### src/rtl/snn_pkg.sv
// ---------------------------------------------------------------------------
// snn_pkg
// Shared definitions for the spiking-network front end.
//   - snn_state_t : frame-loader FSM states
//   - SNN_WORD_W, SNN_CHUNK_WORDS : default JTAG word width and words/chunk
//   - ceil_div    : integer ceiling division, used to size the chunk count
// ---------------------------------------------------------------------------
package snn_pkg;

    localparam int SNN_WORD_W      = 32;
    localparam int SNN_CHUNK_WORDS = 14;

    typedef enum logic [2:0] {
        IDLE   = 3'd0,
        LOAD   = 3'd1,
        WAIT   = 3'd2,
        SETTLE = 3'd3,
        START  = 3'd4,
        RUN    = 3'd5
    } snn_state_t;

    function automatic int ceil_div(input int num, input int den);
        return (num + den - 1) / den;
    endfunction

endpackage

### src/rtl/sync_edge_det.sv
// ---------------------------------------------------------------------------
// sync_edge_det
// Two-flop synchronizer for a level signal arriving from another clock
// domain, plus a one-cycle rising-edge pulse on the synchronized copy.
// Ports:
//   iCLK   in  destination clock
//   iRESET in  synchronous, active-high reset (clears all three flops)
//   iASYNC in  asynchronous level input
//   oSYNC  out synchronized level (2 flops after iASYNC)
//   oRISE  out high for one cycle when oSYNC goes 0 -> 1
// ---------------------------------------------------------------------------
module sync_edge_det (
    input  logic iCLK,
    input  logic iRESET,
    input  logic iASYNC,
    output logic oSYNC,
    output logic oRISE
);

    logic meta;
    logic synced;
    logic syncedPrev;

    // NOTE: clocked state always uses non-blocking assignments so every flop
    // samples the pre-edge value of its neighbour; blocking here would
    // collapse the two synchronizer stages into one.
    always_ff @(posedge iCLK) begin
        if (iRESET) begin
            meta       <= 1'b0;
            synced     <= 1'b0;
            syncedPrev <= 1'b0;
        end else begin
            meta       <= iASYNC;
            synced     <= meta;
            syncedPrev <= synced;
        end
    end

    assign oSYNC = synced;
    assign oRISE = synced & ~syncedPrev;

endmodule

### src/rtl/snn_frame_loader.sv
// ---------------------------------------------------------------------------
// snn_frame_loader
// Assembles an image written by the host over JTAG, one chunk of
// WORDS_PER_CHUNK words at a time, into a flat NUM_PIXELS-bit vector. The
// final chunk of a frame (iFINISH high with iNEXT) starts the network with a
// one-cycle oSTART pulse, then holds oRUN_EN high until the next frame.
//
// Ports:
//   iCLK        in  system clock (wCLK8 domain)
//   iRESET      in  synchronous, active-high reset; discards any partial frame
//   iWORDS      in  chunk data, word i at [i*WORD_W +: WORD_W], stable while iNEXT high
//   iNEXT       in  host chunk strobe (async level); rising edge = chunk valid
//   iFINISH     in  host flag; high with iNEXT marks the last chunk of a frame
//   oPIXELS     out assembled image, 1 bit per pixel
//   oSTART      out one-cycle start pulse to the network
//   oRUN_EN     out spike-clock enable
//   oCHUNK_IDX  out index of the next chunk expected
//   oERR        out sticky: chunk beyond the image, or strobe while busy
//
// Build option:
//   SNN_FRAME_CLEAR_EN  when defined, the first chunk of each frame also
//                       zeroes the whole image so short frames start clean.
// ---------------------------------------------------------------------------
module snn_frame_loader
    import snn_pkg::*;
#(
    parameter int WORD_W          = SNN_WORD_W,
    parameter int WORDS_PER_CHUNK = SNN_CHUNK_WORDS,
    parameter int NUM_PIXELS      = 800,
    parameter int SETTLE_CYC      = 1
) (
    input  logic                              iCLK,
    input  logic                              iRESET,
    input  logic [WORDS_PER_CHUNK*WORD_W-1:0] iWORDS,
    input  logic                              iNEXT,
    input  logic                              iFINISH,
    output logic [NUM_PIXELS-1:0]             oPIXELS,
    output logic                              oSTART,
    output logic                              oRUN_EN,
    output logic [4:0]                        oCHUNK_IDX,
    output logic                              oERR
);

    localparam int CHUNK_BITS = WORDS_PER_CHUNK * WORD_W;
    localparam int MAX_CHUNKS = ceil_div(NUM_PIXELS, CHUNK_BITS);
    localparam int IDX_W      = 5;
    localparam int CNT_W      = (SETTLE_CYC < 1) ? 1 : $clog2(SETTLE_CYC + 1);

    snn_state_t             state;
    snn_state_t             nextState;
    logic [CNT_W-1:0]       settleCnt;
    logic [IDX_W-1:0]       chunkIdx;
    logic [NUM_PIXELS-1:0]  pixels;
    logic [NUM_PIXELS-1:0]  chunkPixels;
    logic                   err;
    logic                   startPulse;
    logic                   runEn;
    logic                   finishLatched;
    logic                   nextRise;
    logic                   nextSyncUnused;
    logic                   finishSync;
    logic                   finishRiseUnused;
    logic                   edgeAccept;
    logic                   edgeBusy;
    logic                   overflow;

    sync_edge_det uNextSync (
        .iCLK   (iCLK),
        .iRESET (iRESET),
        .iASYNC (iNEXT),
        .oSYNC  (nextSyncUnused),
        .oRISE  (nextRise)
    );

    // Only the level is needed for FINISH; it is sampled in the NEXT edge cycle.
    sync_edge_det uFinishSync (
        .iCLK   (iCLK),
        .iRESET (iRESET),
        .iASYNC (iFINISH),
        .oSYNC  (finishSync),
        .oRISE  (finishRiseUnused)
    );

    assign edgeAccept = nextRise && (state == IDLE || state == WAIT || state == RUN);
    assign edgeBusy   = nextRise && (state == SETTLE || state == START);
    // A chunk whose base bit lies past the image cannot land anywhere.
    assign overflow   = (chunkIdx >= IDX_W'(MAX_CHUNKS));

    // NOTE: every combinational output gets a default before the case so no
    // path leaves it unassigned, which would otherwise infer a latch.
    always_comb begin
        nextState = state;
        case (state)
            IDLE, WAIT, RUN: if (nextRise) nextState = LOAD;
            LOAD:            nextState = finishLatched ? SETTLE : WAIT;
            SETTLE:          if (settleCnt == CNT_W'(SETTLE_CYC - 1)) nextState = START;
            START:           nextState = RUN;
            default:         nextState = IDLE;
        endcase
    end

`ifdef SNN_FRAME_CLEAR_EN
    logic clearPending;
`endif

    // Image after writing the current chunk. Each pixel belongs to exactly
    // one chunk slot; pixels past NUM_PIXELS simply have no slot, which drops
    // the tail of the last chunk.
    always_comb begin
        chunkPixels = pixels;
`ifdef SNN_FRAME_CLEAR_EN
        if (clearPending) chunkPixels = '0;
`endif
        for (int p = 0; p < NUM_PIXELS; p++) begin
            if (chunkIdx == IDX_W'(p / CHUNK_BITS)) chunkPixels[p] = iWORDS[p % CHUNK_BITS];
        end
    end

    // NOTE: the pixel vector is a plain register bank, not a RAM, so it is
    // reset with everything else and reads all-zero after reset.
    always_ff @(posedge iCLK) begin
        if (iRESET) begin
            state         <= IDLE;
            settleCnt     <= '0;
            chunkIdx      <= '0;
            pixels        <= '0;
            err           <= 1'b0;
            startPulse    <= 1'b0;
            runEn         <= 1'b0;
            finishLatched <= 1'b0;
        end else begin
            state      <= nextState;
            startPulse <= (state == START);
            // Drops on the same edge that a new frame's chunk moves RUN -> LOAD.
            runEn      <= (nextState == RUN);

            if (edgeAccept) finishLatched <= finishSync;
            if (edgeBusy)   err <= 1'b1;

            if (state == LOAD) begin
                settleCnt <= '0;
                if (overflow) err <= 1'b1;
                else          pixels <= chunkPixels;
                // A final chunk always closes the frame, even an overflowing one.
                if (finishLatched)  chunkIdx <= '0;
                else if (!overflow) chunkIdx <= chunkIdx + 1'b1;
            end

            if (state == SETTLE) settleCnt <= settleCnt + 1'b1;
        end
    end

`ifdef SNN_FRAME_CLEAR_EN
    // Clear only for the first chunk of a frame, i.e. one entered from IDLE or RUN.
    always_ff @(posedge iCLK) begin
        if (iRESET)          clearPending <= 1'b0;
        else if (edgeAccept) clearPending <= (state != WAIT);
    end
`endif

    assign oPIXELS    = pixels;
    assign oSTART     = startPulse;
    assign oRUN_EN    = runEn;
    assign oCHUNK_IDX = chunkIdx;
    assign oERR       = err;

endmodule

### config.mk
export PLATFORM = sky130hd
export DESIGN_NAME = snn_frame_loader
export DESIGN_NICKNAME = d
export VERILOG_FILES = /design/src/rtl/snn_pkg.sv /design/src/rtl/sync_edge_det.sv /design/src/rtl/snn_frame_loader.sv
export SDC_FILE = /design/constraint.sdc
export NUM_CORES = 2
export LEC_CHECK = 0
export ABC_CLOCK_PERIOD_IN_PS = 1700
export BUFFER_PORTS_ARGS = -buffer_cell sky130_fd_sc_hd__clkbuf_2
export CAP_MARGIN = 10
export CELL_PAD_IN_SITES_DETAIL_PLACEMENT = 1
export CELL_PAD_IN_SITES_GLOBAL_PLACEMENT = 2
export CORE_AREA = 2 2 484 486
export DETAILED_ROUTE_END_ITERATION = 7
export DIE_AREA = 0 0 486 488
export GPL_TIMING_DRIVEN = 0
export HOLD_SLACK_MARGIN = 0.08
export PLACE_DENSITY_LB_ADDON = 0.1
export RECOVER_POWER = 50
export SLEW_MARGIN = 25
export SYNTH_ARGS = -nofsm -noshare
export SYNTH_HDL_FRONTEND = slang
export SYNTH_SLANG_ARGS = --single-unit
### constraint.sdc
create_clock -name iCLK -period 1.7 [get_ports iCLK]
set_input_delay 0.17 -clock iCLK [delete_from_list [all_inputs] [get_ports iCLK]]
set_output_delay 0.17 -clock iCLK [all_outputs]
set_load 0.01 [all_outputs]
==> metrics.cfg <==
[final_layout]
area_growth_pct=70.2
seq_area_um2=16400
multi_input_area_um2=13300
nets=5578
fin_area_um2=53400
finalNonFillerCells=8272
drive_above_1_share_pct=32.6
fillers=26900

[die]
dieArea_um2=237000
core_um2=232000
die_w_um=486
ios=1260
num_rows=177
initial_core_util_pct=13.5
fp.dieH_um=488

[clocking]
root_buffer=clkbuf_16
numClockSinks=818
cts_made_buffers=112
cts_tree=yes
htreeDepth=3
insertion_delay_ns=0.78
cts_buffer_depth=3
path_clk_slew_ns=0.06

[timing]
finalSetupTns_ns=-102.01
finalHoldViolations=0
slew_headroom_pct=42.8
setup_viol=728
post-route-period-util_pct=116
min_period_ns=1.96
layout_setup_ws_ns=-0.264
slew_violations=0
fmax_mhz=509
worstMarginPinSlew_ns=0.857
rsz0062_at_grt=true
skew_ns=0.0535

[flow_run]
drv_cap=0

[logic_synthesis]
yosysSeqAreaShare_pct=52.2
synth-edff-count=0
syn_area_um2=31400
synth.top_cell.area_share_pct=52.2
synthFlopType=dfxtp_1
synth.most_common_cell=nand2_1
synthArstFlopShare_pct=0
yosysTopAreaCell=dfxtp_1
syn-num-nets=3615
synth-seq-cells=818
syn_inst=3159
synth.avg_cell_area_um2=9.93
yosys_warnings=0
synth_area_leaders=dfxtp_1 (52%), mux2i_1 (26%), nand2_1 (14%)
synth_common_cells=nand2_1 (1198), dfxtp_1 (818), mux2i_1 (801)
synth_cell_types=37

[worst_setup_path]
startpoint_type=register
cp_max_fo=8
worstPathArrival_ns=2.61
critical_path_required_ns=2.34
path_class=register to register
end_kind=register

[detailed_routing]
totalWireLength_um=207000
drtAntennaViolNets=0
routedWlPerCell_um=25.0
drt_pass1_iterations=4
post_drt_via_cell_ratio=3.62
drt_iter0_markers=787
vias=29900
route.detailed.drc=0

[pwr]
ir_worst_vdd_mv=0.850
power-per-cell-area_nw_per_um2=966
p_leak_nw=24.8

[status]
status=complete, but fails checks
violations=negative setup slack

[grt]
grt_max_degree=17
track_usage_pct=16.5
grt_pass1_wl_um=273000
grt_pass1_vias=32400
grt_overflow=0
grt_antenna_before_repair=54

[placed_design]
io_buffer_count=1259
placed_area_um2=41500
gp_congestion=0.776
dp_cells=7462
dp_hpwl_um=156000

[hold_path]
hp-class=input port to register

## final cells by class
type                    count  area share (%)
flip-flops and latches    818            30.7
repair buffers           1874            26.4
multi-input cells        2105            24.8
well taps                3043            7.13
clock buffers             174            6.36
plain buffers             207            3.63
clock inverters            24           0.768
diodes                     23           0.108
inverters                   4          0.0328
## state kept, by name, summed over array words and instances (netlist names)
name and flops:
uNextSync.syncedPrev 1, oPIXELS 800, settleCnt 1, oRUN_EN 1, state 3, uNextSync.meta 1
uNextSync.oSYNC 1, oERR 1, oSTART 1, oCHUNK_IDX 5, finishLatched 1, uFinishSync.meta 1
uFinishSync.oSYNC 1
## final timing paths
kind                                  startpoint                 to  slack, ns  depth (start not counted)
worst max-delay path               oCHUNK_IDX[0]       oPIXELS[571]      -0.26                         11
worst max register to register     oCHUNK_IDX[0]       oPIXELS[571]      -0.26                         11
worst min-delay path                 iWORDS[373]       oPIXELS[373]       0.18                          4
worst min register to register  uFinishSync.meta  uFinishSync.oSYNC       0.44                          1
## metal layers
layer	part of all wire (%)	up-vias	routed length, µm	GRT usage (%)
li1	-	14300	-	-
met1	38	14400	79100	17.7
met2	50	956	104000	30.0
met3	8.4	253	17300	6.47
met4	2.9	24	5920	4.19
met5	0.069	-	142	0
## critical path: stages (launching register included)
cell,delay [ns]
dfxtp_4,0.36
inv_4,0.04
ha_4,0.15
nor2_4,0.14
nand4_1,0.12
buf_6,0.14
buf_16,0.15
buf_12,0.15
buf_16,0.15
buf_12,0.15
clkbuf_16,0.16
mux2i_1,0.12
## repair_timing
item / in CTS / in global routing
cloned: 47 / 37
hold endpoints to repair: 802 / 0
buffers inserted: 63 / 44
endpoints found under the setup margin: 808 / 794
pin swaps: 5 / 2
gates resized for setup: 209 / 105
hold buffers: 451 / 0
## cells in the final DEF, fill, tap and decap left out, drive strengths merged, types with 8 or more instances in the layout
cell type       n
dlygate4sd3   451
diode          23
clkbuf       1608
mux2i         801
buf           196
nand2b         55
clkinv         14
nand2        1198
bufinv          8
dfxtp         818
## cells by family (layout without fill, tap and decap cells)
kind of cell | Yosys count | count (layout) | synth area share, %
flip-flops | 818 | 818 | 52.2
buffers and inverters | 236 | 2283 | 5.68
AND/OR/NAND/NOR | 1283 | 1283 | 16.0
AO/OA/AOI/OAI | 17 | 17 | 0.371
other | 0 | 23 | 0
adder cells (fa/ha/maj) | 4 | 4 | 0.160
multiplexers | 801 | 801 | 25.6
## through the flow
| stage | total power (W) | utilization, % | setup WS (ns) | hold slack, ns |
|---|---|---|---|---|
| floorplan | 0.0228 | - | 0.0271 | 0.298 |
| global placement | 0.0254 | 17.9 | -2.03 | 0.404 |
| detailed placement | 0.0255 | 17.9 | -1.47 | 0.410 |
| CTS | 0.0528 | 22.7 | -0.290 | 0.0820 |
| global route | 0.0540 | 23.0 | -0.321 | 0.135 |
| finish | 0.0516 | 23.0 | -0.264 | 0.178 |
## power breakdown
| part | internal, W | leakage, nW | total [W] | switching, W |
|---|---|---|---|---|
| Combinational | 0.00305 | 16.3 | 0.00657 | 0.00352 |
| Clock | 0.0148 | 1.87 | 0.0249 | 0.0101 |
| Sequential | 0.0197 | 6.62 | 0.0201 | 0.000321 |
(Power assumes the default switching activity.)
